--- config.mk ---
export PLATFORM = sky130hd
export DESIGN_NAME = spram_stream_ctrl
export DESIGN_NICKNAME = d
export VERILOG_FILES = /design/src/rtl/spram_stream_ctrl.sv
export SDC_FILE = /design/constraint.sdc
export NUM_CORES = 1
export LEC_CHECK = 0
export BUFFER_PORTS_ARGS = -buffer_cell sky130_fd_sc_hd__buf_2
export CAP_MARGIN = 20
export CORE_MARGIN = 5
export CORE_UTILIZATION = 50
export DETAILED_ROUTE_END_ITERATION = 10
export GPL_ROUTABILITY_DRIVEN = 1
export PLACE_DENSITY = 0.77
export SLEW_MARGIN = 10
export SYNTH_ARGS = -nofsm -noshare
export SYNTH_HDL_FRONTEND = slang
export SYNTH_SLANG_ARGS = --single-unit
export TNS_END_PERCENT = 30
--- constraint.sdc ---
create_clock -name clk -period 4.1 [get_ports clk]
set_input_delay 0.205 -clock clk [delete_from_list [all_inputs] [get_ports clk]]
set_output_delay 0.205 -clock clk [all_outputs]
set_load 0.05 [all_outputs]
--- src/rtl/spram_stream_ctrl.sv ---
// Write-burst capture into a single-port RAM, then in-order replay on a valid/ready read stream.
// Optional sticky overflow flag when SPRAM_STREAM_CTRL_OVERFLOW_EN is defined.
module spram_stream_ctrl #(
    parameter int AWIDTH    = 11,
    parameter int NUM_WORDS = 2048,
    parameter int DWIDTH    = 60
) (
    input  logic              clk,
    input  logic              reset,
    input  logic              wr_valid,
    output logic              wr_ready,
    input  logic [DWIDTH-1:0] wr_data,
    input  logic              wr_last,
    output logic              rd_valid,
    input  logic              rd_ready,
    output logic [DWIDTH-1:0] rd_data,
    output logic              rd_last,
    output logic              busy,
    output logic [AWIDTH-1:0] mem_address,
    output logic              mem_wren,
    output logic [DWIDTH-1:0] mem_data,
    input  logic [DWIDTH-1:0] mem_out
`ifdef SPRAM_STREAM_CTRL_OVERFLOW_EN
    ,
    output logic              overflow
`endif
);

    typedef enum logic {
        S_FILL,
        S_READ
    } state_t;

    localparam logic [AWIDTH:0] LAST_ADDR = (AWIDTH + 1)'(NUM_WORDS - 1);

    state_t            r_state;
    state_t            w_next_state;

    logic [AWIDTH:0]   r_wr_count;
    logic [AWIDTH:0]   r_rd_addr;
    logic              r_inflight;
    logic              r_inflight_last;

    logic [DWIDTH-1:0] r_fifo_data [0:1];
    logic [1:0]        r_fifo_last;
    logic              r_fifo_rd_ptr;
    logic              r_fifo_wr_ptr;
    logic [1:0]        r_fifo_count;

    logic              w_accept;
    logic              w_fill_done;
    logic              w_issue;
    logic              w_pop;
    logic [2:0]        w_occupancy;

    always_ff @(posedge clk) begin
        if (reset) begin
            r_state <= S_FILL;
        end else begin
            r_state <= w_next_state;
        end
    end

    // Occupancy counts buffered words plus the read in flight, net of this cycle's pop.
    assign w_occupancy = {1'b0, r_fifo_count} + {2'b00, r_inflight} - {2'b00, w_pop};

    always_comb begin
        w_next_state = r_state;
        wr_ready     = 1'b0;
        busy         = 1'b0;
        mem_wren     = 1'b0;
        mem_address  = '0;
        mem_data     = '0;
        w_accept     = 1'b0;
        w_fill_done  = 1'b0;
        w_issue      = 1'b0;
        rd_valid     = !reset && (r_fifo_count != 2'd0);
        w_pop        = rd_valid && rd_ready;
        rd_data      = rd_valid ? r_fifo_data[r_fifo_rd_ptr] : '0;
        rd_last      = rd_valid && r_fifo_last[r_fifo_rd_ptr];

        if (!reset) begin
            case (r_state)
                S_FILL: begin
                    wr_ready    = 1'b1;
                    w_accept    = wr_valid;
                    mem_address = r_wr_count[AWIDTH-1:0];
                    if (w_accept) begin
                        mem_wren    = 1'b1;
                        mem_data    = wr_data;
                        w_fill_done = wr_last || (r_wr_count == LAST_ADDR);
                    end
                    if (w_fill_done) begin
                        w_next_state = S_READ;
                    end
                end
                S_READ: begin
                    busy        = 1'b1;
                    mem_address = r_rd_addr[AWIDTH-1:0];
                    w_issue     = (r_rd_addr < r_wr_count) && (w_occupancy < 3'd2);
                    if (w_pop && rd_last) begin
                        w_next_state = S_FILL;
                    end
                end
                default: w_next_state = S_FILL;
            endcase
        end
    end

    always_ff @(posedge clk) begin
        if (reset) begin
            r_wr_count    <= '0;
            r_rd_addr     <= '0;
            r_inflight    <= 1'b0;
            r_fifo_rd_ptr <= 1'b0;
            r_fifo_wr_ptr <= 1'b0;
            r_fifo_count  <= 2'd0;
        end else begin
            r_inflight <= w_issue;
            if (w_accept) begin
                r_wr_count <= r_wr_count + 1'b1;
            end
            if (w_issue) begin
                r_rd_addr <= r_rd_addr + 1'b1;
            end
            if (r_inflight) begin
                r_fifo_wr_ptr <= ~r_fifo_wr_ptr;
            end
            if (w_pop) begin
                r_fifo_rd_ptr <= ~r_fifo_rd_ptr;
            end
            r_fifo_count <= r_fifo_count + {1'b0, r_inflight} - {1'b0, w_pop};
            if (r_state == S_READ && w_next_state == S_FILL) begin
                r_wr_count <= '0;
                r_rd_addr  <= '0;
            end
        end
    end

    // NOTE: storage needs no reset; validity is carried entirely by the reset count and pointers.
    always_ff @(posedge clk) begin
        if (w_issue) begin
            r_inflight_last <= (r_rd_addr + 1'b1 == r_wr_count);
        end
        if (r_inflight) begin
            r_fifo_data[r_fifo_wr_ptr] <= mem_out;
            r_fifo_last[r_fifo_wr_ptr] <= r_inflight_last;
        end
    end

`ifdef SPRAM_STREAM_CTRL_OVERFLOW_EN
    logic r_overflow;

    always_ff @(posedge clk) begin
        if (reset) begin
            r_overflow <= 1'b0;
        end else if (w_accept && !wr_last && r_wr_count == LAST_ADDR) begin
            r_overflow <= 1'b1;
        end
    end

    assign overflow = r_overflow;
`endif

endmodule
==> flow_metrics.tcl <==
set metrics [dict create \
    num_antenna_cells 0 \
    ff2ff_setup_slack_ps 1110 \
    grt_pass1_vias 5741 \
    period_share 0.728 \
    grt_start_max_net_pins 69 \
    drc 0 \
    io_buffers 260 \
    synth.largest_area_cell "edfxtp_1" \
    grt_overflow 0 \
    cts_buffers 17 \
    crit_arrival_ps 3330 \
    synth_area_leaders "edfxtp_1 51%, mux2i_1 11%, dfxtp_1 8.6%" \
    r2r_start "r_fifo_count[1]" \
    drv_slew 0 \
    reg2reg_depth 11 \
    synthArstFlopShare 0 \
    rows 44 \
    ys.flop_type "edfxtp_1" \
    dp_hpwl_um 13400 \
    startpoint_type "flip-flop" \
    netlist-cell-type-count 43 \
    ctsHtreeMaxLevel 4 \
    wl_per_cell_um 17.1 \
    worst_pin_slew_ps 1030 \
    hold_end "r_state" \
    tns_ps 0 \
    grt_use_total 0.223 \
    min_from "wr_last" \
    hold_viol_final 0 \
    gp_congestion 0.856 \
    placed_cells 1023 \
    synth_edf_count 123 \
    syn-cell-area_um2 7240 \
    power_density_nw_per_um2 369 \
    die_y_um 130 \
    clock_latency_ps 420 \
    dr.pass1.iters 4 \
    crit_fanout 8 \
    clock_path_buffers 2 \
    die_w_um 130 \
    drt_iter0_drc 336 \
    start_util 0.504 \
    dieArea_um2 17000 \
    via_per_inst 5.10 \
    via_count 5692 \
    r2r-end "r_rd_addr[11]" \
    worstPathRequired_ps 4450 \
    fin_skew_ps 6.81 \
    holdPathStages 3 \
    yosysWarnings 0 \
    hp-class "in -> reg" \
    fin_hold_ws_ps 114 \
    avgSynthCellArea_um2 11.9 \
    syn_inst 606 \
    cts_tree "done" \
    antenna_found_initial 0 \
    root_buffer "clkbuf_16" \
    final_cells 1115 \
    worst_setup_path_end_kind "flip-flop" \
    synth_top_area_frac 0.510 \
    rsz0062_at_grt "false" \
    post-route-min-period_ps 2990 \
    area_delta_synth_final_pct 36.7 \
    core_area_um2 14400 \
    synth_nets 748 \
    max_cap_violations 0 \
    drive_gt1_frac 0.330 \
    slew_headroom 0.309 \
    critPathKind "reg -> reg" \
    grt_pass1_wl_um 28900 \
    setup_violations 0 \
    ioPinCount 261 \
    wl_um 19100 \
    cts_setup_buffers 0 \
    antenna_left 0 \
    cts_sinks 154 \
    ir_drop_mv 0.235 \
    synth_seq_cells 154 \
    status "completed" \
    clkSlewWorstSetupHoldPaths_ps 60 \
    total_leakage_power_uw 0.00412 \
    ys_seq_area_frac 0.596 \
    nets 1060 \
    fmax_ghz 0.335 \
]
[kinds of logic (layout without fill, tap and decap cells)]
family	Yosys count	after routing	share of synthesized area
AND/OR/NAND/NOR	240	240	0.168
buffers and inverters	54	379	0.0292
adder cells (fa/ha/maj)	17	17	0.0304
multiplexers	82	82	0.113
XOR/XNOR	27	27	0.0327
AO/OA/AOI/OAI	32	32	0.0299
flip-flops	154	154	0.596
[registers in the layout (all words and copies together), names as in the netlist, named ones only]
name,cells
r_fifo_last,2
r_inflight,1
r_fifo_data,120
r_fifo_count,2
r_fifo_wr_ptr,1
r_state,1
r_rd_addr,12
r_fifo_rd_ptr,1
r_inflight_last,1
r_wr_count,12
[layer usage]
layer  up-vias  part of all wire  GRT usage
met1      2675              0.40      0.263
met2       235              0.52      0.402
li1       2763                 -          -
met5         -                 0          0
met4         0             0.011     0.0648
met3        19             0.069     0.0553
[what timing repair did]
action,in CTS,in global routing
gates resized for setup,0,0
hold buffers,60,0
hold endpoints to repair,120,0
[worst max-delay path, cell delays in order, from the launching register on]
cell and delay, ps:
dfxtp_1 360, nor2_1 60, or2_2 280, nor2_1 160
ha_1 260, inv_1 60, ha_1 150, fa_1 440
nor2_1 150, o2111ai_1 330, nor4_1 430, mux2i_1 230
[area by class of cell]
type	instances	area, um2
fill	1074	4480
sequential	154	4320
multi-input combinational	398	2730
timing repair buffer	327	1950
clock buffer	17	425
tap	184	230
clock inverter	15	163
inverter	20	75.1
[layout by cell type (no fill, tap or decap), types with 5 or more instances in the layout]
cell	Yosys	layout
a21oi_1	11	11
and2_1	62	61
buf_2	1	260
buf_4	2	7
clkbuf_16	0	17
dfxtp_1	31	30
dlygate4sd3_1	0	60
edfxtp_1	123	123
ha_1	16	16
inv_1	20	20
mux2i_1	82	82
nand2_1	18	18
nand2b_1	11	11
nand3_1	9	9
nand4_1	15	15
nor2_1	95	95
nor2b_1	6	5
nor3_1	8	8
o21ai_0	6	6
or3_1	5	5
xnor2_1	19	19
xor2_1	8	8
[report_power, final]
group	switching (uW)	internal, uW	leakage, uW
registers	15.4	1700	0.00136
logic	249	147	0.00248
clock network	638	905	0.000276
total	903	2750	0.00412
[synthesized netlist by cell type (2+ instances only)]
cell type	number
a2111oi_2	2
a21o_1	2
a21oi_1	11
and2_1	62
buf_1	5
buf_4	2
clkbuf_1	26
dfxtp_1	31
edfxtp_1	123
ha_1	16
inv_1	20
mux2i_1	82
nand2_1	18
nand2b_1	11
nand3_1	9
nand4_1	15
nor2_1	95
nor2b_1	6
nor3_1	8
nor4_1	4
o21ai_0	6
o31ai_1	2
or3_1	5
xnor2_1	19
xor2_1	8
[worst max path at each step]
| stage | start | to | slack [ps] | cells after the start |
|---|---|---|---|---|
| after global routing | r_fifo_count[1] | r_rd_addr[11] | 870 | 11 |
| final | r_fifo_count[1] | r_rd_addr[11] | 1110 | 11 |
| after global placement | reset | r_rd_addr[11] | 1130 | 11 |
| after floorplan | r_inflight | r_fifo_data[0][0] | 520 | 1 |
| after detailed placement | reset | r_rd_addr[11] | 1030 | 11 |
| after CTS | r_fifo_count[1] | r_rd_addr[11] | 1110 | 11 |
[stage by stage]
step	util	area, um2	setup WS, ps	power, uW
after global routing	0.688	9890	865	3780
after detailed placement	0.606	8700	1030	2090
after global placement	0.606	8700	1130	2090
after CTS	0.688	9890	1110	3680
final	0.688	9890	1110	3650
after floorplan	-	7240	521	1970
Note: power is estimated with default switching activity, not from simulation.
